$ cat config.mk
export PLATFORM = sky130hd
export DESIGN_NAME = iccm_loader
export DESIGN_NICKNAME = d
export VERILOG_FILES = /design/src/rtl/brq_pkg.sv /design/src/rtl/brq_word_pack.sv /design/src/rtl/iccm_loader.sv
export SDC_FILE = /design/constraint.sdc
export NUM_CORES = 1
export LEC_CHECK = 0
export ABC_AREA = 0
export CAP_MARGIN = 10
export CORE_MARGIN = 3
export CORE_UTILIZATION = 50
export CTS_CLUSTER_DIAMETER = 50
export DETAILED_ROUTE_END_ITERATION = 10
export PLACE_DENSITY = 0.7
export RECOVER_POWER = 25
export SYNTH_ARGS = -nofsm -noshare
export SYNTH_HDL_FRONTEND = slang
export SYNTH_SLANG_ARGS = --single-unit
$ cat constraint.sdc
create_clock -name brq_clk -period 8.8 [get_ports brq_clk]
set_clock_uncertainty 0.1 [all_clocks]
set_input_delay 1.76 -clock brq_clk [delete_from_list [all_inputs] [get_ports brq_clk]]
set_output_delay 1.76 -clock brq_clk [all_outputs]
set_load 0.05 [all_outputs]
$ cat src/rtl/brq_pkg.sv
// ---------------------------------------------------------------------------
// brq_pkg
// Shared definitions for the ICCM boot loader:
//   state_e    - loader FSM states
//   WordBytes  - bytes per ICCM word (data words and checksum word)
//   LenBytes   - bytes in the word-count header (LSB first)
//   maxWords() - largest word count that fits an ICCM of the given
//                byte-address width
// ---------------------------------------------------------------------------
package brq_pkg;

    typedef enum logic [2:0] {
        ST_IDLE,
        ST_LEN0,
        ST_LEN1,
        ST_DATA,
        ST_WRITE,
        ST_CHK,
        ST_DONE
    } state_e;

    localparam int WordBytes = 4;
    localparam int LenBytes  = 2;

    // Largest legal word count. Any count above this would push the last
    // word address past the top of the ICCM, so the loader rejects it
    // before writing anything and the byte address can never wrap.
    function automatic logic [31:0] maxWords(input int addrWidth);
        return 32'd1 << (addrWidth - 2);
    endfunction

endpackage

$ cat src/rtl/brq_word_pack.sv
// ---------------------------------------------------------------------------
// brq_word_pack
// Little-endian byte-to-word packer shared by the data and checksum phases.
// Ports:
//   clk_i   - clock, rising edge
//   rst_i   - synchronous active-high reset
//   valid_i - byte_i is being consumed this cycle
//   byte_i  - incoming byte
//   idx_i   - byte lane for byte_i (0 -> bits 7:0)
//   word_o  - assembled word, already including byte_i when valid_i=1
//   full_o  - this cycle completes the word (last lane written)
// ---------------------------------------------------------------------------
module brq_word_pack
    import brq_pkg::*;
(
    input  logic        clk_i,
    input  logic        rst_i,
    input  logic        valid_i,
    input  logic [7:0]  byte_i,
    input  logic [1:0]  idx_i,
    output logic [31:0] word_o,
    output logic        full_o
);

    logic [31:0] word_q;
    logic [31:0] word_d;

    // The incoming byte is merged combinationally so that the complete word
    // is available in the same cycle as its final byte.
    always_comb begin
        word_d = word_q;
        if (valid_i) begin
            word_d[{idx_i, 3'b000} +: 8] = byte_i;
        end
    end

    always_ff @(posedge clk_i) begin
        if (rst_i) begin
            word_q <= '0;
        end else if (valid_i) begin
            word_q <= word_d;
        end
    end

    assign word_o = word_d;
    assign full_o = valid_i && (idx_i == 2'(WordBytes - 1));

endmodule

$ cat src/rtl/iccm_loader.sv
// ---------------------------------------------------------------------------
// iccm_loader
// Receives a boot image over a byte stream and writes it into the ICCM
// while holding the core in reset.
// Stream format: 16-bit word count N (LSB first), N little-endian words,
// then a little-endian checksum word equal to the XOR of all data words.
// Ports:
//   brq_clk, brq_rst     - clock and synchronous active-high reset
//   load_start           - one-cycle request to begin a load (IDLE only)
//   rx_valid, rx_data    - byte stream from the serial receiver
//   rx_ready             - loader accepts the byte this cycle
//   iccm_we/addr/wdata   - ICCM write port, one word per WRITE cycle
//   load_busy            - a load is in progress
//   load_done            - one-cycle pulse at the end of every load
//   load_err             - sticky error: bad length, bad checksum, timeout
//   core_hold            - keeps the core in reset during reset or a load
// ---------------------------------------------------------------------------
module iccm_loader
    import brq_pkg::*;
#(
    parameter int DataWidth     = 32,
    parameter int AddrWidth     = 15,
    parameter int TimeoutCycles = 1000000
) (
    input  logic                 brq_clk,
    input  logic                 brq_rst,
    input  logic                 load_start,
    input  logic                 rx_valid,
    input  logic [7:0]           rx_data,
    output logic                 rx_ready,
    output logic                 iccm_we,
    output logic [AddrWidth-1:0] iccm_addr,
    output logic [DataWidth-1:0] iccm_wdata,
    output logic                 load_busy,
    output logic                 load_done,
    output logic                 load_err,
    output logic                 core_hold
);

    localparam int TimerWidth = $clog2(TimeoutCycles + 1);
    localparam logic [TimerWidth-1:0] TimerLast = TimerWidth'(TimeoutCycles - 1);

    state_e                 state_q;
    logic [15:0]            wordCount_q;
    logic [15:0]            wordIdx_q;
    logic [1:0]             byteIdx_q;
    logic [DataWidth-1:0]   checksum_q;
    logic [TimerWidth-1:0]  timer_q;
    logic [AddrWidth-1:0]   iccmAddr_q;
    logic [DataWidth-1:0]   iccmWdata_q;
    logic                   loadErr_q;

    logic        rxWaiting;
    logic        byteAccept;
    logic        packValid;
    logic [31:0] packWord;
    logic        packFull;
    logic [15:0] lenWord;

    assign rxWaiting  = (state_q == ST_LEN0) || (state_q == ST_LEN1) ||
                        (state_q == ST_DATA) || (state_q == ST_CHK);
    assign byteAccept = rxWaiting && rx_valid;
    assign packValid  = byteAccept && ((state_q == ST_DATA) || (state_q == ST_CHK));
    assign lenWord    = {rx_data, wordCount_q[7:0]};

    brq_word_pack u_word_pack (
        .clk_i   (brq_clk),
        .rst_i   (brq_rst),
        .valid_i (packValid),
        .byte_i  (rx_data),
        .idx_i   (byteIdx_q),
        .word_o  (packWord),
        .full_o  (packFull)
    );

    // Loader FSM. The idle-byte timer is handled ahead of the state case:
    // it only runs while a byte is expected, and an accepted byte restarts it.
    always_ff @(posedge brq_clk) begin
        if (brq_rst) begin
            state_q     <= ST_IDLE;
            wordCount_q <= '0;
            wordIdx_q   <= '0;
            byteIdx_q   <= '0;
            checksum_q  <= '0;
            timer_q     <= '0;
            iccmAddr_q  <= '0;
            iccmWdata_q <= '0;
            loadErr_q   <= 1'b0;
        end else begin
            if (rxWaiting) begin
                if (byteAccept) begin
                    timer_q <= '0;
                end else if (timer_q == TimerLast) begin
                    loadErr_q <= 1'b1;
                    state_q   <= ST_DONE;
                end else begin
                    timer_q <= timer_q + 1'b1;
                end
            end

            case (state_q)
                ST_IDLE: begin
                    if (load_start) begin
                        state_q     <= ST_LEN0;
                        loadErr_q   <= 1'b0;
                        wordCount_q <= '0;
                        wordIdx_q   <= '0;
                        byteIdx_q   <= '0;
                        checksum_q  <= '0;
                        timer_q     <= '0;
                        iccmAddr_q  <= '0;
                    end
                end

                ST_LEN0: begin
                    if (byteAccept) begin
                        wordCount_q[7:0] <= rx_data;
                        state_q          <= ST_LEN1;
                    end
                end

                ST_LEN1: begin
                    if (byteAccept) begin
                        wordCount_q[15:8] <= rx_data;
                        if (lenWord == 16'd0) begin
                            state_q <= ST_CHK;
                        end else if ({16'd0, lenWord} > maxWords(AddrWidth)) begin
                            loadErr_q <= 1'b1;
                            state_q   <= ST_DONE;
                        end else begin
                            state_q <= ST_DATA;
                        end
                    end
                end

                ST_DATA: begin
                    if (byteAccept) begin
                        byteIdx_q <= byteIdx_q + 2'd1;
                        if (packFull) begin
                            iccmWdata_q <= DataWidth'(packWord);
                            iccmAddr_q  <= AddrWidth'({wordIdx_q, 2'b00});
                            state_q     <= ST_WRITE;
                        end
                    end
                end

                ST_WRITE: begin
                    checksum_q <= checksum_q ^ iccmWdata_q;
                    wordIdx_q  <= wordIdx_q + 16'd1;
                    if (({1'b0, wordIdx_q} + 17'd1) < {1'b0, wordCount_q}) begin
                        state_q <= ST_DATA;
                    end else begin
                        state_q <= ST_CHK;
                    end
                end

                ST_CHK: begin
                    if (byteAccept) begin
                        byteIdx_q <= byteIdx_q + 2'd1;
                        if (packFull) begin
                            if (DataWidth'(packWord) != checksum_q) begin
                                loadErr_q <= 1'b1;
                            end
                            state_q <= ST_DONE;
                        end
                    end
                end

                ST_DONE: begin
                    state_q <= ST_IDLE;
                end

                default: begin
                    state_q <= ST_IDLE;
                end
            endcase
        end
    end

    assign rx_ready   = rxWaiting;
    assign iccm_we    = (state_q == ST_WRITE);
    assign iccm_addr  = iccmAddr_q;
    assign iccm_wdata = iccmWdata_q;
    assign load_busy  = (state_q != ST_IDLE);
    assign load_done  = (state_q == ST_DONE);
    assign load_err   = loadErr_q;
    assign core_hold  = brq_rst || load_busy;

endmodule

==> run summary <==
gr ovfl total -> 0
reg2reg end -> load_err
leakage power -> 0.00333 uW
clk_lat worst skew -> 0.44 ns
detailed placement HPWL -> 13600 um
Post-synth ARST share -> 0%
Synth Warn # -> 0
PD cells -> 168 nW/um^2
Max Clk Rate -> 187 MHz
RSZ-0062 raised after global routing -> no
GP Congestion -> 0.864
Slew Limit Fails -> 0
crit path capture -> iccm_addr[10]
CP endpoint kind -> register
CP cell instances -> dlygate4sd3_1 -> clkbuf_1 -> and4_1 -> and2_2 -> nor2_1 -> nand2_1 -> a21oi_1
hold path startpoint -> iccm_addr[5]
Die Footprint -> 18000 um^2
antenna violations before repair -> 0
Worst R2R Path Depth -> 10
CTS tree -> done
Worst setup SP type -> input port
crit path kind -> in2reg
Final period util -> 60.9%
Setup violations, final -> 0
placed cell area -> 8850 um^2
most frequent cells in the layout -> dfxtp_1, nor2_1, nand2_1
DR vias/cell -> 5.64
Die Span X -> 134 um
Worst VDD drop -> 0.000147 V
Rel. slew slack -> 24.2%
Die Y -> 134 um
average cell area after synthesis -> 7.96 um^2
Max Cap Viol -> 0
Clock Root Buffer -> clkbuf_16
Post-synth EDFFs -> 0
design area -> 9360 um^2
Mapped Area -> 8230 um^2
IO buf count -> 62
outcome -> completed
first-pass GRT wire length -> 33700 um
ys flop type -> dfxtp_1
CTS buffer count -> 17
post_cts resized -> 0
num rows -> 46
Final Net Count -> 1085
first-pass detailed-route iteration total -> 5
fill count -> 1523
clock transition at the registers of the reported paths -> 0.06 ns
layout cells sized above 1 -> 4.24%
Final ANT Viol Nets -> 0
DR iter-0 viols -> 503
wire length per cell -> 16.1 um
Initial Utilization -> 51.4%
Tot Pwr -> 1570 uW
Worst R2R Setup Slack -> 4.92 ns
Layout area overhead -> 13.7%
final worst path period need -> 5.36 ns
#FFs+latches synth -> 167
# DRC -> 0
IO Pins -> 65
Worst path slowest cell -> and2_2
number of global-route vias before repair -> 6501
Worst Setup SP -> rx_valid
worst-margin pin slew -> 1.14 ns
global-route usage over all layers -> 23.1%
Mapped Cells -> 1034
n_diodes -> 0
commonest non-fill, non-tap cell in the layout -> dfxtp_1
worst hold path type -> reg2reg
total clock sinks -> 167
slowest stage delay, CP -> 0.94 ns
Fin. Hold Viols -> 0
setup TNS -> 0 ns
CTS Hold Bufs -> 0
vias -> 7212
Core Region -> 16000 um^2
clock buffer depth -> 2
Post-CTS Setup Bufs -> 0
Routed Wire Length -> 20500 um
Worst Path Max Fanout -> 57
post-synth cell types -> 66
sequential cell area fraction in the yosys report -> 40.6%
crit path DAT -> 5.56 ns
largest net degree at the start of global routing -> 84
reg2reg start -> byteIdx_q[0]
Req. time, crit path -> 9.01 ns
H-tree level count -> 4
how the worst min path moves through the flow:
stage | to | slack [ns] | depth (start not counted)
final | iccm_addr[5] | 0.35 | 2
after global routing | wordCount_q[9] | 0.37 | 2
after CTS | wordCount_q[9] | 0.35 | 2
after detailed placement | iccm_addr[4] | 0.34 | 2
after global placement | wordCount_q[9] | 0.34 | 2
after floorplan | wordCount_q[10] | 0.33 | 2
Yosys cell counts, drive strengths merged (3+ instances only):
cell type / instances / area (um^2)
nand3: 48 / 240
a21boi: 5 / 37.5
o2bb2ai: 4 / 35.0
nand2b: 6 / 37.5
o21ai: 26 / 130
nor2: 145 / 544
buf: 19 / 120
xor2: 52 / 463
a221oi: 3 / 26.3
and3: 23 / 149
clkbuf: 52 / 196
inv: 34 / 128
a31oi: 7 / 43.8
xnor2: 26 / 228
a22oi: 6 / 45.0
or3: 6 / 37.5
and4: 5 / 43.8
a21o: 4 / 30.0
a21oi: 91 / 463
mux2: 3 / 33.8
o22ai: 7 / 43.8
ha: 22 / 275
nor3b: 9 / 77.6
nand4: 24 / 150
nor4: 12 / 75.1
mux2i: 9 / 90.1
nor3: 15 / 75.1
o211ai: 4 / 30.0
a211oi: 29 / 218
nand2: 127 / 482
and2: 14 / 90.1
a2111oi: 3 / 26.3
dfxtp: 167 / 3340
worst max-delay path: cells and delay by family:
kind	cells	cell delay, ns
AND/OR/NAND/NOR	4	2.30
buffers and inverters	2	1.37
AO/OA/AOI/OAI	1	0.08
sequential cells by signal (all words and copies together) (netlist names):
register,flops
byteIdx_q,2
iccm_wdata,32
wordIdx_q,16
iccm_addr,13
checksum_q,32
load_err,1
u_word_pack.word_q,32
wordCount_q,16
timer_q,20
state_q,3
cell type report:
| cell class | instances | area [um^2] | area share (%) |
|---|---|---|---|
| well taps | 216 | 270 | 2.89 |
| inverters | 35 | 131 | 1.40 |
| clock buffers | 22 | 474 | 5.06 |
| multi-input cells | 762 | 4430 | 47.3 |
| repair buffers | 68 | 659 | 7.04 |
| flip-flops and latches | 167 | 3340 | 35.7 |
| clock inverters | 8 | 51.3 | 0.548 |
report_power, final:
group          internal [uW]  total (uW)  switching, uW
clock network            378         678            301
logic                   32.3         126           93.4
registers                760         770           9.33
kinds of logic (layout without fill, tap and decap cells):
family          Yosys count  after routing  synth area share, %
other cells               1              2               0.0456
flops                   167            167                 40.6
fa+ha+maj                22             22                 3.34
compound gates          205            205                 15.4
simple gates            443            443                 25.2
xor+xnor                 78             78                 8.39
mux                      12             12                 1.50
buf+inv                 106            133                 5.44
routing by layer:
| metal | wire (um) | vias to the layer above | track usage (%) |
|---|---|---|---|
| met2 | 9480 | 172 | 36.3 |
| met1 | 9660 | 3399 | 31.7 |
| met5 | 0 | - | 0 |
| met3 | 1060 | 31 | 5.66 |
| li1 | - | 3610 | - |
| met4 | 342 | 0 | 6.96 |
through the flow:
stage               worst slack (ns)  instances  hold slack (ns)  util, %
finish                          3.44       1278            0.349     58.5
global route                    3.13       1278            0.367     58.5
CTS                             3.91       1278            0.353     58.6
detailed placement              3.74       1248            0.345     55.3
global placement                3.83       1248            0.340     55.3
floorplan                       4.31       1035            0.332        -
No activity file was read; power rests on OpenSTA's default activity.
